<file path="config.mk">
export PLATFORM = sky130hd
export DESIGN_NAME = shift_add_mult
export DESIGN_NICKNAME = d
export VERILOG_FILES = /design/src/rtl/shift_add_mult.sv
export SDC_FILE = /design/constraint.sdc
export NUM_CORES = 1
export LEC_CHECK = 0
export CAP_MARGIN = 20
export CORE_ASPECT_RATIO = 0.5
export CORE_UTILIZATION = 35
export DETAILED_ROUTE_END_ITERATION = 8
export GPL_TIMING_DRIVEN = 0
export SLEW_MARGIN = 20
export SYNTH_ARGS = -nofsm -noshare
export SYNTH_HDL_FRONTEND = slang
export SYNTH_SLANG_ARGS = --single-unit
</file>
<file path="constraint.sdc">
create_clock -name clk -period 2 [get_ports clk]
set_clock_uncertainty 0.2 [all_clocks]
set_input_delay 0.4 -clock clk [delete_from_list [all_inputs] [get_ports clk]]
set_output_delay 0.4 -clock clk [all_outputs]
set_load 0.02 [all_outputs]
</file>
<file path="src/rtl/shift_add_mult.sv">
// shift_add_mult: sequential radix-2 shift-and-add unsigned multiplier.
// WIDTH x WIDTH -> 2*WIDTH product, one (WIDTH+1)-bit addition per RUN cycle.
// Handshake: start is sampled while not busy, busy is high during RUN and
// done pulses for one cycle when p becomes valid.
// Optional build macro: ZERO_SKIP_EN. When defined, a zero operand bypasses
// RUN and completes with p=0 one cycle after the accepted start.
module shift_add_mult #(
  parameter int WIDTH = 4,
  parameter int CW    = 3
) (
  input  logic               clk,
  input  logic               rst,
  input  logic               start,
  input  logic [WIDTH-1:0]   a,
  input  logic [WIDTH-1:0]   b,
  output logic               busy,
  output logic               done,
  output logic [2*WIDTH-1:0] p
);

  typedef enum logic [1:0] {
    IDLE = 2'd0,
    RUN  = 2'd1,
    DONE = 2'd2
  } state_t;

  localparam logic [CW-1:0] LAST_COUNT = CW'(WIDTH - 1);

  state_t               state, state_next;
  logic [WIDTH-1:0]     a_reg, a_next;
  logic [WIDTH-1:0]     h_reg, h_next;
  logic [WIDTH-1:0]     l_reg, l_next;
  logic [CW-1:0]        count, count_next;
  logic [2*WIDTH-1:0]   p_reg, p_next;

  logic [WIDTH:0]       sum;
  logic [WIDTH-1:0]     h_shift;
  logic [WIDTH-1:0]     l_shift;
  logic                 start_ok;
  logic                 zero_skip;

  // A start is only honoured outside RUN; DONE accepts it for back-to-back use.
  assign start_ok = start && (state != RUN);

`ifdef ZERO_SKIP_EN
  // Either operand being zero makes the product trivially zero.
  assign zero_skip = (a == '0) || (b == '0);
`else
  assign zero_skip = 1'b0;
`endif

  // One shift-and-add step: add the multiplicand to the upper half when the
  // current multiplier bit is set, then shift the whole {S, L} pair right.
  always_comb begin
    sum     = {1'b0, h_reg} + (l_reg[0] ? {1'b0, a_reg} : {(WIDTH+1){1'b0}});
    h_shift = sum[WIDTH:1];
    l_shift = {sum[0], l_reg[WIDTH-1:1]};
  end

  // Next-state and datapath update; defaults hold every register.
  always_comb begin
    state_next = state;
    a_next     = a_reg;
    h_next     = h_reg;
    l_next     = l_reg;
    count_next = count;
    p_next     = p_reg;

    case (state)
      IDLE: begin
        state_next = IDLE;
      end
      RUN: begin
        h_next     = h_shift;
        l_next     = l_shift;
        count_next = count + 1'b1;
        if (count == LAST_COUNT) begin
          state_next = DONE;
          p_next     = {h_shift, l_shift};
        end
      end
      DONE: begin
        state_next = IDLE;
      end
      default: begin
        state_next = IDLE;
      end
    endcase

    if (start_ok) begin
      a_next     = a;
      l_next     = b;
      h_next     = '0;
      count_next = '0;
      if (zero_skip) begin
        state_next = DONE;
        p_next     = '0;
      end else begin
        state_next = RUN;
      end
    end
  end

  // State and datapath registers with synchronous reset.
  always_ff @(posedge clk) begin
    if (rst) begin
      state <= IDLE;
      a_reg <= '0;
      h_reg <= '0;
      l_reg <= '0;
      count <= '0;
      p_reg <= '0;
    end else begin
      state <= state_next;
      a_reg <= a_next;
      h_reg <= h_next;
      l_reg <= l_next;
      count <= count_next;
      p_reg <= p_next;
    end
  end

  assign busy = (state == RUN);
  assign done = (state == DONE);
  assign p    = p_reg;

endmodule

</file>
==> impl_metrics.ini, run 1 <==
[sta]
layout_worst_path_cycle_share = 0.931
tightest_slew_ns = 0.531
hold_viol = 0
slew_viol_final = 0
timing.setup.tns_ns = 0
rsz0062_at_grt = false
fin_hold_ws_ns = 0.205
period_needed_ns = 1.86
max_slew_margin = 0.646
max_freq_mhz = 537
number_of_setup_violations_in_the_final_report = 0

[clock_network]
clock-sinks = 25
clk_root_buffer_cell = sky130_fd_sc_hd__clkbuf_8
tritoncts_clock_tree = built
clkSlewWorstSetupHoldPaths_ns = 0.09
post_cts_hold_buffer_count = 0
cts_made_buffers = 3
ctsHtreeMaxLevel = 1
clock_network_latency_to_the_later_pin_of_the_worst_skew_pair_ns = 0.27
cts-root-to-sink-buffers = 2

[final_layout]
final_layout_size_suffix_gt1_frac = 0.134
commonest_non_fill_non_tap_cells_in_the_layout = sky130_fd_sc_hd__dfxtp_1 (24), sky130_fd_sc_hd__a21oi_1 (16), sky130_fd_sc_hd__clkdlybuf4s50_1 (16)
n_antenna_cell = 0
utilization = 0.469
num-fill-cells = 325
syn_to_final_growth_pct = 23.3
layout.cells.most_common = sky130_fd_sc_hd__dfxtp_1
fin_nets = 176
largest_register_ffs = 8
finish.instance_area_mm2 = 0.00146

[floorplan]
design.portCount = 21
placement_rows = 14
die_height_um = 43.1
initial_utilization = 0.380
fp.dieArea_mm2 = 0.00364
die-width_um = 84.3
core-area_mm2 = 0.00312

[routing]
drt-total-wl_um = 2600
route.detailed.vias_per_inst = 4.97
drt_drc = 0
num_vias = 980
drt_iter0_drc = 36
wl_per_cell_um = 13.2
antenna_left = 0
drt_first_pass_iters = 5

[power]
worst_ir_drop_vdd_v = 0.000247
power_per_unit_of_standard_cell_area_mw_per_mm2 = 649
finalPower_uw = 948
p_leak_nw = 0.568

[placed_design]
buffer_ports.inserted = 18
dpl-instance-area_mm2 = 0.00142
detailed_place_hpwl_um = 1940
globalplace.congestion = 0.820

[synthesis]
synth.ff_latch_count = 25
yosysWarningCount = 0
synth_ff_type = sky130_fd_sc_hd__dfxtp_1
synth_enable_flop_cells = 0
syn_area_mm2 = 0.00118
synthesized_nets = 153
yosysSeqAreaShare = 0.422
netlist-cell-type-count = 32
postSynth.asyncResetShare = 0
synth.avg_cell_area_um2 = 8.78
netlist_instances = 135

[worst_setup_path]
worst-r2r-setup-slack_ns = 0.15
crit_path_start_kind = register
worst-endpoint-arrival_ns = 1.26
r2r_end = p[7]
endpoint_kind = primary output
setup_cp_type = reg -> out
worst_r2r_startpoint = l_reg[0]
number_of_cells_on_the_worst_reg_to_reg_path = 7
cp_data_required_time_ns = 1.40
worst-path-max-fanout = 10

[worst_hold_path]
hold_path_startpoint = rst
type_of_the_most_critical_hold_path = in -> reg
min_delay_path_depth = 2
timing.hold.worst_endpoint = l_reg[0]

[global_route]
grtUsageTotal = 0.154
grt_first_pass_wirelength_um = 4190
grt_max_degree = 15
vias_in_the_first_global_route = 928
overflow = 0
grt_antenna_before_repair = 0

[run]
maxCapViolations = 0

[status]
run_status = completed
worst max-delay path by stage:
stage | from | to | slack (ns)
after CTS | state[1] | busy | 0.03
final | state[1] | busy | 0.14
after global routing | l_reg[0] | p[7] | 0.03
after global placement | state[1] | busy | 0.01
after floorplan | l_reg[0] | h_reg[3] | 0.28
after detailed placement | state[1] | busy | -0.02
what timing repair did:
action / 4_1_cts / 5_1_grt
hold endpoints to repair: 0 / 0
resized for setup: 4 / 4
buffers inserted: 0 / 0
pin swaps: 0 / 1
setup endpoints to repair: 2 / 5
final cells by class:
cell class              count  area, um2  area share
flip-flops and latches     25        504       0.345
multi-input cells          94        609       0.417
clock inverters             1       5.00     0.00342
repair buffers             18        174       0.119
inverters                   7       26.3      0.0180
well taps                  40       50.0      0.0342
plain buffers               9       51.3      0.0351
clock buffers               3       41.3      0.0283
report_power, final:
part           total, mW  switching, mW  internal [mW]
Combinational      0.113         0.0641         0.0488
Clock              0.305          0.165          0.140
Sequential         0.530         0.0134          0.517
Total              0.948          0.243          0.705
stage by stage:
| step | setup slack [ns] | std cells |
|---|---|---|
| after floorplan | 0.282 | 135 |
| after detailed placement | -0.0154 | 193 |
| after CTS | 0.0265 | 197 |
| after global placement | 0.00955 | 193 |
| after global routing | 0.0305 | 197 |
| final | 0.138 | 197 |
cell families (layout without fill, tap and decap cells):
group,count (synthesis),count (layout),share of synthesized area
buf+inv,16,38,0.0655
xor+xnor,1,1,0.00739
fa+ha+maj,7,7,0.0803
mux,4,4,0.0338
flops,25,25,0.422
compound gates,32,32,0.171
simple gates,50,50,0.220
cells in the mapped netlist (2+ instances only):
cell type / n / area (um2)
sky130_fd_sc_hd__and2_1: 3 / 18.8
sky130_fd_sc_hd__nand3_1: 10 / 50.1
sky130_fd_sc_hd__dfxtp_1: 25 / 500
sky130_fd_sc_hd__nand2_1: 14 / 52.6
sky130_fd_sc_hd__ha_1: 6 / 75.1
sky130_fd_sc_hd__a21oi_1: 16 / 80.1
sky130_fd_sc_hd__nor2_1: 9 / 33.8
sky130_fd_sc_hd__o21ai_1: 4 / 20.0
sky130_fd_sc_hd__nor2b_1: 2 / 12.5
sky130_fd_sc_hd__nand4_1: 2 / 12.5
sky130_fd_sc_hd__nand2b_1: 4 / 25.0
sky130_fd_sc_hd__a211oi_1: 7 / 52.6
sky130_fd_sc_hd__mux2i_1: 4 / 40.0
sky130_fd_sc_hd__buf_1: 2 / 7.51
sky130_fd_sc_hd__buf_2: 5 / 25.0
sky130_fd_sc_hd__inv_1: 6 / 22.5
routing by layer:
metal | global-route usage | wire length [um]
met1 | 0.196 | 1390
met5 | 0 | 0
met2 | 0.257 | 1130
met3 | 0.0467 | 69
met4 | 0.0414 | 11
critical path: stages, from the launching register on:
cell	delay [ns]
sky130_fd_sc_hd__dfxtp_1	0.33
sky130_fd_sc_hd__nand2b_2	0.21
sky130_fd_sc_hd__inv_2	0.09
sky130_fd_sc_hd__buf_4	0.18
sky130_fd_sc_hd__buf_2	0.18
Power figures use the tool's default switching activity.
==> inputs of run 2 (changes only) <==
--- a/config.mk
+++ b/config.mk
@@ -10,6 +10,7 @@
 export CORE_UTILIZATION = 35
 export DETAILED_ROUTE_END_ITERATION = 8
 export GPL_TIMING_DRIVEN = 0
+export SETUP_SLACK_MARGIN = 0.02
 export SLEW_MARGIN = 20
 export SYNTH_ARGS = -nofsm -noshare
 export SYNTH_HDL_FRONTEND = slang
==> constraint.sdc (replaced) <==
create_clock -name clk -period 2.2 [get_ports clk]
set_clock_uncertainty 0.2 [all_clocks]
set_input_delay 0.44 -clock clk [delete_from_list [all_inputs] [get_ports clk]]
set_output_delay 0.44 -clock clk [all_outputs]
set_load 0.02 [all_outputs]
==> impl_metrics.ini, run 2 (synthesized netlist as in run 1, its figures left out) <==
[final_layout]
largest_register_ffs = 8
final_cells = 197
commonest_non_fill_non_tap_cells_in_the_layout = sky130_fd_sc_hd__dfxtp_1 (25), sky130_fd_sc_hd__clkdlybuf4s50_1 (17), sky130_fd_sc_hd__a21oi_1 (16)
num-fill-cells = 326
syn_to_final_growth_pct = 23.2
n_antenna_cell = 0
utilization = 0.468
finish.instance_area_mm2 = 0.00146
fin_nets = 176
final_layout_size_suffix_gt1_frac = 0.115
layout.cells.most_common = sky130_fd_sc_hd__dfxtp_1

[run]
maxCapViolations = 0

[global_route]
grt_first_pass_wirelength_um = 4190
grt_max_degree = 15
overflow = 0
vias_in_the_first_global_route = 928
grt_antenna_before_repair = 0
grtUsageTotal = 0.154

[floorplan]
die-width_um = 84.3
core-area_mm2 = 0.00312
placement_rows = 14
die_height_um = 43.1
fp.dieArea_mm2 = 0.00364
initial_utilization = 0.380
design.portCount = 21

[sta]
layout_worst_path_cycle_share = 0.942
period_needed_ns = 2.07
slew_viol_final = 0
fin_hold_ws_ns = 0.255
max_freq_mhz = 483
tightest_slew_ns = 0.531
timing.setup.tns_ns = 0
number_of_setup_violations_in_the_final_report = 0
hold_viol = 0
setup_slack_ns = 0.128
max_slew_margin = 0.646
rsz0062_at_grt = false

[placed_design]
place.detailed.instances = 193
preCtsSetupSlack_ns = 0.145
buffer_ports.inserted = 18
dpl-instance-area_mm2 = 0.00142
globalplace.congestion = 0.820
detailed_place_hpwl_um = 1940

[worst_setup_path]
worst-endpoint-arrival_ns = 1.43
worst_path_max_delay_cell = sky130_fd_sc_hd__dlygate4sd2_1
critical-path-top-delay-family = buffers and inverters
max_stage_delay_ns = 0.35
cp_cell_sequence = nand2b_2 -> inv_2 -> buf_4 -> dlygate4sd2_1
cp_data_required_time_ns = 1.56
endpoint_kind = primary output
setup_cp_type = reg -> out
worst-r2r-setup-slack_ns = 0.25
worst-path-max-fanout = 10
crit_path_start_kind = register
path_buf_inv = 3

[clock_network]
cts-root-to-sink-buffers = 2
ctsHtreeMaxLevel = 1
cts.repair_timing.setup_buffer_count = 0
clk_root_buffer_cell = sky130_fd_sc_hd__clkbuf_8
tritoncts_clock_tree = built
cts_made_buffers = 3
clkSlewWorstSetupHoldPaths_ns = 0.09
clock-sinks = 25
clock_network_latency_to_the_later_pin_of_the_worst_skew_pair_ns = 0.27

[routing]
num_vias = 983
antenna_left = 0
drt_drc = 0
drt_first_pass_iters = 4
route.detailed.vias_per_inst = 4.99
drt_iter0_drc = 35
wl_per_cell_um = 13.2
drt-total-wl_um = 2610

[worst_hold_path]
type_of_the_most_critical_hold_path = in -> reg

[power]
finalPower_uw = 862
power_per_unit_of_standard_cell_area_mw_per_mm2 = 591
worst_ir_drop_vdd_v = 0.000226
p_leak_nw = 0.563

[status]
run_status = completed
==> run 2: cell types whose count changed in the layout (fill, tap and decap cells not counted), sizes merged <==
cell           delta
buf               -1
clkdlybuf4s50     +1
==> run 2: final cells by class <==
cell class,instances,area [um2],share of cell area
timing repair buffer,18,179,0.123
sequential,25,500,0.343
tap,40,50.0,0.0343
clock buffer,3,41.3,0.0283
clock inverter,1,5.00,0.00343
multi-input combinational,94,607,0.416
buffer,9,51.3,0.0351
inverter,7,26.3,0.0180
==> run 2: worst reg2reg max path, delay by kind of cell, from the launching register on <==
family,cells,cell delay [ns]
fa+ha+maj,2,0.58
flops,1,0.42
compound gates,2,0.33
simple gates,2,0.27
buf+inv,1,0.07
==> run 2: final timing paths <==
path	cells after the start	end	start
hold reg to reg	2	p[5]	p[5]
hold / removal	2	l_reg[1]	rst
setup reg to reg	7	p[7]	l_reg[0]
setup / recovery	4	busy	state[1]
==> run 2: what timing repair did <==
item                       CTS  global route
hold buffers                 0             0
setup endpoints to repair    1             0
resized for setup            1             0
==> run 2: power by group <==
part	switching (mW)	internal [mW]
Clock	0.151	0.127
Combinational	0.0583	0.0446
Sequential	0.0123	0.470
==> run 2: layer usage <==
metal,GRT usage,part of all wire,routed length [um],up-vias
li1,-,-,-,509
met5,0,0,0,-
met1,0.196,0.54,1400,457
met4,0.0414,0.0042,11,0
met3,0.0467,0.027,70,2
met2,0.257,0.43,1130,15
==> inputs of run 3 (changes only) <==
--- a/config.mk
+++ b/config.mk
@@ -6,12 +6,12 @@
 export NUM_CORES = 1
 export LEC_CHECK = 0
 export CAP_MARGIN = 20
-export CORE_ASPECT_RATIO = 0.5
-export CORE_UTILIZATION = 35
+export CORE_UTILIZATION = 55
 export DETAILED_ROUTE_END_ITERATION = 8
 export GPL_TIMING_DRIVEN = 0
+export PLACE_DENSITY = 0.83
 export SETUP_SLACK_MARGIN = 0.02
-export SLEW_MARGIN = 20
+export SLEW_MARGIN = 5
 export SYNTH_ARGS = -nofsm -noshare
 export SYNTH_HDL_FRONTEND = slang
 export SYNTH_SLANG_ARGS = --single-unit
==> impl_metrics.ini, run 3 (synthesized netlist as in run 1, its figures left out) <==
[status]
run_status = completed

[routing]
drt_drc = 0
num_vias = 1078
drt_first_pass_iters = 6
wl_per_cell_um = 14.8
route.detailed.vias_per_inst = 5.86
drt-total-wl_um = 2720
antenna_left = 0
drt_iter0_drc = 21

[clock_network]
cts-root-to-sink-buffers = 2
clock-sinks = 25
cts.repair_timing.setup_buffer_count = 0
cts_made_buffers = 3
clock_network_latency_to_the_later_pin_of_the_worst_skew_pair_ns = 0.32
clkSlewWorstSetupHoldPaths_ns = 0.14
ctsHtreeMaxLevel = 1
tritoncts_clock_tree = built
clk_root_buffer_cell = sky130_fd_sc_hd__clkbuf_4

[final_layout]
syn_to_final_growth_pct = 20.3
largest_register_ffs = 8
final_layout_size_suffix_gt1_frac = 0.108
fin_nets = 176
layout.cells.most_common = sky130_fd_sc_hd__dfxtp_1
commonest_non_fill_non_tap_cells_in_the_layout = sky130_fd_sc_hd__dfxtp_1 (25), sky130_fd_sc_hd__clkdlybuf4s50_1 (17), sky130_fd_sc_hd__a21oi_1 (16)
num-fill-cells = 173
utilization = 0.712
final_cells = 184
n_antenna_cell = 0

[run]
maxCapViolations = 0

[placed_design]
globalplace.congestion = 0.899
preCtsSetupSlack_ns = 0.184
buffer_ports.inserted = 18
detailed_place_hpwl_um = 1890
place.detailed.instances = 180

[worst_setup_path]
endpoint_kind = primary output
worst-r2r-setup-slack_ns = 0.21
worst_r2r_startpoint = l_reg[0]
critical-path-top-delay-family = buffers and inverters
worst-endpoint-arrival_ns = 1.46
setup_cp_type = reg -> out
path_buf_inv = 1
cp_data_required_time_ns = 1.56
worst_path_max_delay_cell = sky130_fd_sc_hd__clkdlybuf4s50_1
number_of_cells_on_the_worst_reg_to_reg_path = 7
worst-path-max-fanout = 4
cp_cell_sequence = and2b_2 -> clkdlybuf4s50_1
crit_path_start_kind = register
max_stage_delay_ns = 0.59
r2r_end = h_reg[3]

[worst_hold_path]
type_of_the_most_critical_hold_path = in -> reg
min_delay_path_depth = 2
timing.hold.worst_endpoint = l_reg[1]
hold_path_startpoint = rst

[sta]
max_freq_mhz = 476
max_slew_margin = 0.670
hold_viol = 0
setup_slack_ns = 0.0991
timing.setup.tns_ns = 0
slew_viol_final = 0
layout_worst_path_cycle_share = 0.955
tightest_slew_ns = 0.495
rsz0062_at_grt = false
number_of_setup_violations_in_the_final_report = 0
period_needed_ns = 2.10

[global_route]
vias_in_the_first_global_route = 1035
grtUsageTotal = 0.253
grt_max_degree = 14
overflow = 0
grt_first_pass_wirelength_um = 4530
grt_antenna_before_repair = 0

[power]
p_leak_nw = 0.550
power_per_unit_of_standard_cell_area_mw_per_mm2 = 561
finalPower_uw = 799
worst_ir_drop_vdd_v = 0.000448

[floorplan]
placement_rows = 16
core-area_mm2 = 0.00200
design.portCount = 21
fp.dieArea_mm2 = 0.00234
initial_utilization = 0.592
die-width_um = 48.4
die_height_um = 48.4
[run 3: power breakdown]
part	total, mW	internal (mW)	switching [mW]	leakage [nW]
Combinational	0.105	0.0449	0.0606	0.332
Sequential	0.483	0.470	0.0126	0.204
Clock	0.211	0.0710	0.140	0.0150
Total	0.799	0.586	0.213	0.550
[run 3: worst max-delay path by stage]
| stage | cells after the start | slack, ns | from | to |
|---|---|---|---|---|
| 2_1_floorplan | 7 | 0.48 | l_reg[0] | h_reg[3] |
| 3_3_place_gp | 4 | 0.17 | state[1] | busy |
| 3_5_place_dp | 4 | 0.18 | state[1] | busy |
| 4_1_cts | 4 | 0.09 | state[1] | busy |
| 5_1_grt | 2 | 0.04 | state[0] | done |
| 6_report | 2 | 0.1 | state[0] | done |
[run 3: layout make-up]
class / count / area (um2) / area share
well taps: 27 / 33.8 / 0.0237
repair buffers: 18 / 180 / 0.126
inverters: 7 / 26.3 / 0.0184
multi-input cells: 94 / 607 / 0.426
clock buffers: 4 / 26.3 / 0.0184
plain buffers: 9 / 51.3 / 0.0360
flip-flops and latches: 25 / 500 / 0.351
[run 3: through the flow]
stage / cell area [um2] / hold WS (ns)
final: 1430 / 0.210
after global routing: 1430 / 0.205
after CTS: 1420 / 0.200
after detailed placement: 1400 / 0.246
after global placement: 1400 / 0.246
after floorplan: 1180 / 0.245
[run 3: repair_timing]
action,4_1_cts,5_1_grt
gates resized for setup,1,1
setup endpoints to repair,1,1
hold endpoints to repair,0,0
hold buffers,0,0
[run 3: layer usage]
| layer | track usage | up-vias | share of wire |
|---|---|---|---|
| met5 | 0 | - | 0 |
| met2 | 0.434 | 38 | 0.50 |
| met3 | 0.0283 | 9 | 0.044 |
| met4 | 0.142 | 0 | 0.026 |
| li1 | - | 515 | - |
| met1 | 0.307 | 516 | 0.43 |
